### config.mk
export PLATFORM = sky130hd
export DESIGN_NAME = joy_db9_scan_ctrl
export DESIGN_NICKNAME = d
export VERILOG_FILES = /design/src/rtl/joy_db9_scan_ctrl.sv
export SDC_FILE = /design/constraint.sdc
export NUM_CORES = 1
export LEC_CHECK = 0
export CAP_MARGIN = 5
export CORE_MARGIN = 3
export CORE_UTILIZATION = 57
export CTS_CLUSTER_DIAMETER = 200
export DETAILED_ROUTE_END_ITERATION = 12
export PLACE_DENSITY = 0.9
export SLEW_MARGIN = 20
export SYNTH_ARGS = -nofsm -noshare
export SYNTH_HDL_FRONTEND = slang
export SYNTH_SLANG_ARGS = --single-unit
### constraint.sdc
create_clock -name clk -period 2.5 [get_ports clk]
set_input_delay 0.75 -clock clk [delete_from_list [all_inputs] [get_ports clk]]
set_output_delay 0.75 -clock clk [all_outputs]
set_load 0.05 [all_outputs]
### src/rtl/joy_db9_scan_ctrl.sv
// DB9 joystick chain scanner: periodically loads and shifts the 16-bit chain and
// publishes both ports, handing the chain to an external requester between scans.
module joy_db9_scan_ctrl #(
    parameter int CLK_DIV     = 16,
    parameter int IDLE_CYCLES = 256
) (
    input  logic       clk,
    input  logic       reset,
    input  logic       ext_req,
    input  logic       ext_clk,
    input  logic       ext_load,
    output logic       ext_grant,
    output logic       joy_clk,
    output logic       joy_load,
    input  logic       joy_data,
    output logic       joy_xdata,
    output logic [7:0] joy1,
    output logic [7:0] joy2,
    output logic       joy_valid
);

    localparam int MAXC = (IDLE_CYCLES > CLK_DIV) ? IDLE_CYCLES : CLK_DIV;
    localparam int CW   = $clog2(MAXC) + 1;

    typedef enum logic [2:0] {
        S_IDLE,
        S_LOAD,
        S_SHIFT,
        S_DONE,
        S_EXT
    } state_t;

    state_t        state_q, state_d;
    logic [CW-1:0] cnt_q, cnt_d;
    logic [4:0]    half_q, half_d;
    logic [15:0]   shift_q, shift_d;
    logic [7:0]    joy1_q, joy1_d;
    logic [7:0]    joy2_q, joy2_d;
    logic          valid_q, valid_d;
    logic          clk_q, clk_d;
    logic          load_q, load_d;
    logic          grant_q, grant_d;

    // The external requester drives the chain lines directly while it holds the grant.
    assign joy_xdata = joy_data;
    assign joy_clk   = grant_q ? ext_clk : clk_q;
    assign joy_load  = grant_q ? ext_load : load_q;
    assign ext_grant = grant_q;
    assign joy1      = joy1_q;
    assign joy2      = joy2_q;
    assign joy_valid = valid_q;

    always_comb begin
        state_d = state_q;
        cnt_d   = cnt_q;
        half_d  = half_q;
        shift_d = shift_q;
        joy1_d  = joy1_q;
        joy2_d  = joy2_q;
        valid_d = 1'b0;
        clk_d   = clk_q;
        load_d  = load_q;
        grant_d = grant_q;
        case (state_q)
            S_IDLE: begin
                if (ext_req) begin
                    state_d = S_EXT;
                    grant_d = 1'b1;
                    cnt_d   = '0;
                end else if (cnt_q == CW'(IDLE_CYCLES - 1)) begin
                    state_d = S_LOAD;
                    cnt_d   = '0;
                    load_d  = 1'b0;
                    clk_d   = 1'b1;
                end else begin
                    cnt_d = cnt_q + 1'b1;
                end
            end
            S_LOAD: begin
                if (cnt_q == CW'(CLK_DIV - 1)) begin
                    state_d = S_SHIFT;
                    cnt_d   = '0;
                    half_d  = '0;
                    load_d  = 1'b1;
                    clk_d   = 1'b0;
                end else begin
                    cnt_d = cnt_q + 1'b1;
                end
            end
            S_SHIFT: begin
                // half_q counts half periods: even = low phase of bit half_q/2, odd = high phase.
                if (cnt_q == CW'(CLK_DIV - 1)) begin
                    cnt_d = '0;
                    if (!half_q[0]) begin
                        shift_d[half_q[4:1]] = joy_data;
                    end
                    if (half_q == 5'd31) begin
                        state_d = S_DONE;
                        clk_d   = 1'b1;
                        joy1_d  = ~shift_q[7:0];
                        joy2_d  = ~shift_q[15:8];
                        valid_d = 1'b1;
                    end else begin
                        half_d = half_q + 1'b1;
                        clk_d  = ~half_q[0];
                    end
                end else begin
                    cnt_d = cnt_q + 1'b1;
                end
            end
            S_DONE: begin
                clk_d  = 1'b1;
                load_d = 1'b1;
                cnt_d  = '0;
                if (ext_req) begin
                    state_d = S_EXT;
                    grant_d = 1'b1;
                end else begin
                    state_d = S_IDLE;
                end
            end
            S_EXT: begin
                if (!ext_req) begin
                    state_d = S_IDLE;
                    grant_d = 1'b0;
                    clk_d   = 1'b1;
                    load_d  = 1'b1;
                    cnt_d   = '0;
                end
            end
            default: begin
                state_d = S_IDLE;
                cnt_d   = '0;
                clk_d   = 1'b1;
                load_d  = 1'b1;
                grant_d = 1'b0;
            end
        endcase
    end

    always_ff @(posedge clk) begin
        if (reset) begin
            state_q <= S_IDLE;
            cnt_q   <= '0;
            half_q  <= '0;
            shift_q <= '0;
            joy1_q  <= '0;
            joy2_q  <= '0;
            valid_q <= 1'b0;
            clk_q   <= 1'b1;
            load_q  <= 1'b1;
            grant_q <= 1'b0;
        end else begin
            state_q <= state_d;
            cnt_q   <= cnt_d;
            half_q  <= half_d;
            shift_q <= shift_d;
            joy1_q  <= joy1_d;
            joy2_q  <= joy2_d;
            valid_q <= valid_d;
            clk_q   <= clk_d;
            load_q  <= load_d;
            grant_q <= grant_d;
        end
    end

endmodule

# Word-level counts from Yosys, hierarchy flattened
# Index checks and enable logic that the tools add are counted.
dict set report op_classes {
  add_sub_neg 2
  bitwise 6
  n_mux 37
  n_eq_ne 16
  n_lt_le_gt_ge 2
  reduce_logical 13
}
# cell n
set op_table {}
lappend op_table {{$mux W9} 4}
lappend op_table {{$pmux W9 S3} 1}
lappend op_table {{$mux W3} 7}
lappend op_table {{$bwmux W16} 1}
lappend op_table {{$not A8 Y8} 2}
lappend op_table {{$mux W1} 15}
lappend op_table {{$mux W5} 3}
lappend op_table {{$pmux W3 S5} 1}
lappend op_table {{$reduce_and A5 Y1} 3}
lappend op_table {{$ne A2 B2 Y1 const B} 7}
lappend op_table {{$pmux W5 S2} 1}
lappend op_table {{$add A9 B1 Y9 const B} 1}
lappend op_table {{$eq A9 B4 Y1 const B} 1}
lappend op_table {{$eq A9 B8 Y1 const B} 1}
lappend op_table {{$reduce_and A3 Y1} 3}
lappend op_table {{$pmux W1 S4} 2}
lappend op_table {{$eq A3 B2 Y1 const B} 2}
lappend op_table {{$add A5 B1 Y5 const B} 1}
lappend op_table {{$eq A5 B5 Y1 const B} 1}
lappend op_table {{$lt A4 B5 Y1 const B} 1}
lappend op_table {{$demux W1 S4} 1}
lappend op_table {{$ge A4 B1 Y1 const B} 1}
lappend op_table {{$not A1 Y1} 4}
lappend op_table {{$reduce_and A4 Y1} 1}
lappend op_table {{10 further kinds} 11}
dict set report word_totals {
  regBits 53
}

# Longest topological paths before layout
# Gate-level depths: netlist (run 1).
dict set report depth {
  word_depth 5
  mapped_depth 10
  ltp_nobuf 10
}

# Worst setup path after synthesis (run 1)
# OpenSTA, ideal clock, no wires.
dict set report synth_timing {
  path_type {reg-to-reg}
  from {reg cnt_q[0]}
  to {reg cnt_q[4]}
  path_stages_with_launch 11
  setup_time_ns 0.086
  arrival_ns 2.053
  slack_ns 0.361
  required_ns 2.414
  synth_period_minus_slack_ns 2.139
  n_path_buf 0
  cell_sequence {dfxtp_1 -> ha_1 -> nand3_1 -> nor3_1 -> nand2_1 -> inv_1 -> ha_1 -> or4_1 -> nor2_1 -> o21ai_1 -> a211oi_1}
}
dict set report synth_via {
  elab_chain_cells 4
  elab_cells_between_ends 7
  classes_between {add/sub: 1; eq/ne: 2; mux: 4}
}
# element line_no
set synth_rtl {}
lappend synth_rtl {{from (decl)} 34} ;# logic [CW-1:0] cnt_q, cnt_d;
lappend synth_rtl {{from (signal assigned)} 155} ;# cnt_q <= cnt_d;
lappend synth_rtl {{$add A9 B1 Y9 or $eq A9 B8 Y1 (tied branches)} --}
lappend synth_rtl {{$mux W9} 70} ;# end else if (cnt_q == CW'(IDLE_CYCLES - 1)) begin
lappend synth_rtl {{$mux W9} 66} ;# if (ext_req) begin
lappend synth_rtl {{$pmux W9 S3 (*)} 64} ;# case (state_q)
# Mark *: on every way between the ends. The rest lies on a longest branch, timed or not.
# A chain may end at the register's enable or synchronous reset.

# Final worst setup path (run 1)
dict set report layout_timing {
  from {in ext_clk}
  to {out joy_clk}
}
dict set report layout_via {
  elab_chain_cells 1
}
# element line_no
set layout_rtl {}
lappend layout_rtl {{from (decl)} 10} ;# input logic ext_clk,
lappend layout_rtl {{$mux W1} 46} ;# assign joy_clk = grant_q ? ext_clk : clk_q;
lappend layout_rtl {{to (decl)} 13} ;# output logic joy_clk,
# Every way passes these cells.

==> results of run 1 <==
layout make-up:
cell class,count,area (sq um)
Fill cell,335,1290
Clock inverter,2,38.8
Multi-Input combinational cell,243,1520
Inverter,9,33.8
Clock buffer,6,72.6
Tap cell,52,65.1
Sequential cell,53,1060
Timing Repair Buffer,40,390
per-stage QoR:
stage	worst slack (ps)	util, %	area [sq um]	cells	total power [W]
CTS	142	71.2	3190	405	0.00161
finish	144	71.2	3190	405	0.00160
detailed placement	100	68.7	3070	397	0.00104
global route	17.7	71.2	3190	405	0.00166
global placement	112	68.7	3070	397	0.00104
floorplan	361	-	2720	328	0.000984
sequential cells by signal, indices dropped and copies added (netlist names):
name / count
ext_grant: 1
joy_valid: 1
cnt_q: 9
state_q: 3
half_q: 5
joy2: 8
load_q: 1
shift_q: 16
clk_q: 1
joy1: 8
power breakdown:
part,switching [W],internal (W)
Combinational,0.0000949,0.0000646
Clock,0.000280,0.000301
Sequential,0.0000115,0.000853
per-layer routing:
metal / vias to the layer above / wire length (um) / GRT usage [%]
met5: - / 0 / 0
met2: 103 / 3050 / 39.4
met1: 1165 / 2720 / 30.6
met3: 14 / 346 / 4.81
li1: 1239 / - / -
met4: 0 / 87 / 5.93
cell usage after synthesis, drive strengths merged (2+ instances only):
library cell,number,area share (%)
a211oi,4,1.1
inv,9,1.2
nor2,12,1.7
and4,4,1.3
clkbuf,19,2.6
or4b,2,0.87
nand4,5,1.2
o21ai,26,4.8
ha,5,2.3
or2,5,1.2
nand2b,20,4.6
or4,2,0.55
nand3,24,4.4
a21oi,49,10
nor3,5,0.92
o221a,2,0.83
and2,3,0.69
o22ai,2,0.46
nor3b,4,1.3
and3b,2,0.64
mux2,2,0.83
nand2,28,3.9
nor2b,4,0.92
and3,4,0.92
dfxtp,53,39
a32oi,2,0.64
buf,4,1.1
o211ai,2,0.55
o221ai,4,1.3
nor4,2,1.6
final timing paths:
check | depth (start not counted) | endpoint | startpoint
max reg2reg | 7 | half_q[4] | half_q[0]
max | 3 | joy_clk | ext_clk
min reg2reg | 2 | joy2[2] | joy2[2]
min | 2 | joy2[2] | joy2[2]
worst max-delay path, cell delays in order:
cell and delay (ps):
clkdlybuf4s50_1 400, mux2_2 300, buf_12 150
cell families (layout without fill, tap and decap cells):
logic type,Yosys count,in the layout,share of synthesized area (%)
fa+ha+maj,5,5,2.30
flops,53,53,39.0
xor+xnor,1,1,0.322
simple gates,133,133,29.1
buf+inv,32,57,4.92
compound gates,102,102,23.5
mux,2,2,0.828
==> impl_metrics.xml, run 1 <==
<?xml version="1.0" encoding="UTF-8"?>
<metrics>
  <group name="grt">
    <metric name="grt_start_max_net_pins" unit="">29</metric>
    <metric name="grt_remaining_overflow" unit="">0</metric>
    <metric name="antenna_found_initial" unit="">0</metric>
    <metric name="grt_pass1_vias" unit="">2245</metric>
    <metric name="grt_first_pass_wirelength" unit="um">10400</metric>
    <metric name="grt.total_usage" unit="%">23.4</metric>
  </group>
  <group name="critical_path">
    <metric name="worst-endpoint-required" unit="ps">1750</metric>
    <metric name="critPathCaptureType" unit="">output pin</metric>
    <metric name="worst-endpoint-arrival" unit="ps">1610</metric>
    <metric name="timing.critical_path.from_type" unit="">input pin</metric>
    <metric name="reg2reg_setup_slack" unit="ps">220</metric>
    <metric name="crit_type" unit="">in2out</metric>
    <metric name="crit_path_max_fanout" unit="">1</metric>
  </group>
  <group name="clock_network">
    <metric name="worst_skew_pair.late_latency" unit="ps">310</metric>
    <metric name="number_of_h_tree_levels" unit="">2</metric>
    <metric name="cts_repair_resize_count" unit="">0</metric>
    <metric name="clk_pin_slew_worst_paths" unit="ps">90</metric>
    <metric name="buffers_inserted_during_post_cts_setup_optimization" unit="">0</metric>
    <metric name="holdBufCountCts" unit="">0</metric>
    <metric name="cts_root_buffer" unit="">clkbuf_8</metric>
    <metric name="cts_num_sinks" unit="">53</metric>
    <metric name="total_cts_buffers" unit="">5</metric>
    <metric name="cts.path.max_buffers" unit="">2</metric>
    <metric name="tritoncts" unit="">done</metric>
  </group>
  <group name="finish">
    <metric name="layout_common_cells" unit="">dfxtp_1, a21oi_1, nand2_1</metric>
    <metric name="drive_above_1_share" unit="%">14.2</metric>
    <metric name="net_count_final" unit="">363</metric>
    <metric name="layout_overhead_on_the_synthesized_area" unit="%">17.2</metric>
    <metric name="layout_commonest_cell" unit="">dfxtp_1</metric>
    <metric name="num_antenna_cells" unit="">0</metric>
  </group>
  <group name="detailed_routing">
    <metric name="routed_wl" unit="um">6210</metric>
    <metric name="via_count" unit="">2521</metric>
    <metric name="avgRoutedWirePerCell" unit="um">15.3</metric>
    <metric name="via_to_cell_ratio" unit="">6.22</metric>
    <metric name="drtIter0Drc" unit="">178</metric>
    <metric name="drcViolationCount" unit="">0</metric>
    <metric name="antenna_violating_nets_post_route" unit="">0</metric>
    <metric name="detail_route.first_pass.iterations" unit="">5</metric>
  </group>
  <group name="sta">
    <metric name="timing.max_slew.rel_slack" unit="%">60.4</metric>
    <metric name="setup_violations" unit="">0</metric>
    <metric name="final_period_minus_worst_setup_slack" unit="ps">2360</metric>
    <metric name="rsz0062_at_grt" unit="">no</metric>
    <metric name="final.hold.worst_slack" unit="ps">452</metric>
    <metric name="final_max_slew_viol_count" unit="">0</metric>
    <metric name="final.setup.tns" unit="ps">0</metric>
    <metric name="worst_clock_skew" unit="ps">7.60</metric>
    <metric name="final_report_hold_violation_count" unit="">0</metric>
    <metric name="post-route-period-util" unit="%">94.2</metric>
    <metric name="max_freq" unit="GHz">0.424</metric>
    <metric name="worstMarginPinSlew" unit="ps">592</metric>
  </group>
  <group name="placed_design">
    <metric name="place.port_buffers" unit="">26</metric>
    <metric name="dpl.hpwl" unit="um">4490</metric>
    <metric name="place_congestion" unit="">0.915</metric>
  </group>
  <group name="job">
    <metric name="maxCapViolations" unit="">0</metric>
  </group>
  <group name="die">
    <metric name="initial_core_utilization" unit="%">60.8</metric>
    <metric name="die_h" unit="um">75.1</metric>
    <metric name="core.rowCount" unit="">24</metric>
    <metric name="core_area" unit="sq mm">0.00447</metric>
    <metric name="number_of_top_level_design_ports" unit="">27</metric>
    <metric name="die_x" unit="um">75.1</metric>
    <metric name="floorplan.die_area" unit="sq mm">0.00563</metric>
  </group>
  <group name="logic_synthesis">
    <metric name="per_instance_average_area_after_synthesis" unit="sq um">8.29</metric>
    <metric name="netlist_instances" unit="">328</metric>
    <metric name="most_used_dff_post_synth" unit="">dfxtp_1</metric>
    <metric name="netlist_area" unit="sq mm">0.00272</metric>
    <metric name="yosys.cell_types.count" unit="">55</metric>
    <metric name="synth-seq-area-share" unit="%">39.0</metric>
    <metric name="yosys_warnings" unit="">0</metric>
    <metric name="yosys_register_bits" unit="">53</metric>
    <metric name="async_reset_ff_share" unit="%">0</metric>
    <metric name="synth_fp_nets" unit="">339</metric>
    <metric name="synth-edff-count" unit="">0</metric>
  </group>
  <group name="worst_hold_path">
    <metric name="worst_hold_path_type" unit="">reg2reg</metric>
  </group>
  <group name="power_and_ir_drop">
    <metric name="power_per_cell_area" unit="mW/mm^2">504</metric>
    <metric name="ir_worst_vdd" unit="V">0.000334</metric>
    <metric name="leakagePower" unit="nW">1.10</metric>
  </group>
  <group name="run_status">
    <metric name="run_status" unit="">finished clean</metric>
  </group>
</metrics>
Note: power is estimated with default switching activity, not from simulation.
==> run 2, diff against run 1 <==
CTS_CLUSTER_SIZE = 30   (was not set)
==> results of run 2 <==
Same layout as run 1: the final DEF is identical, and so are final timing and power.
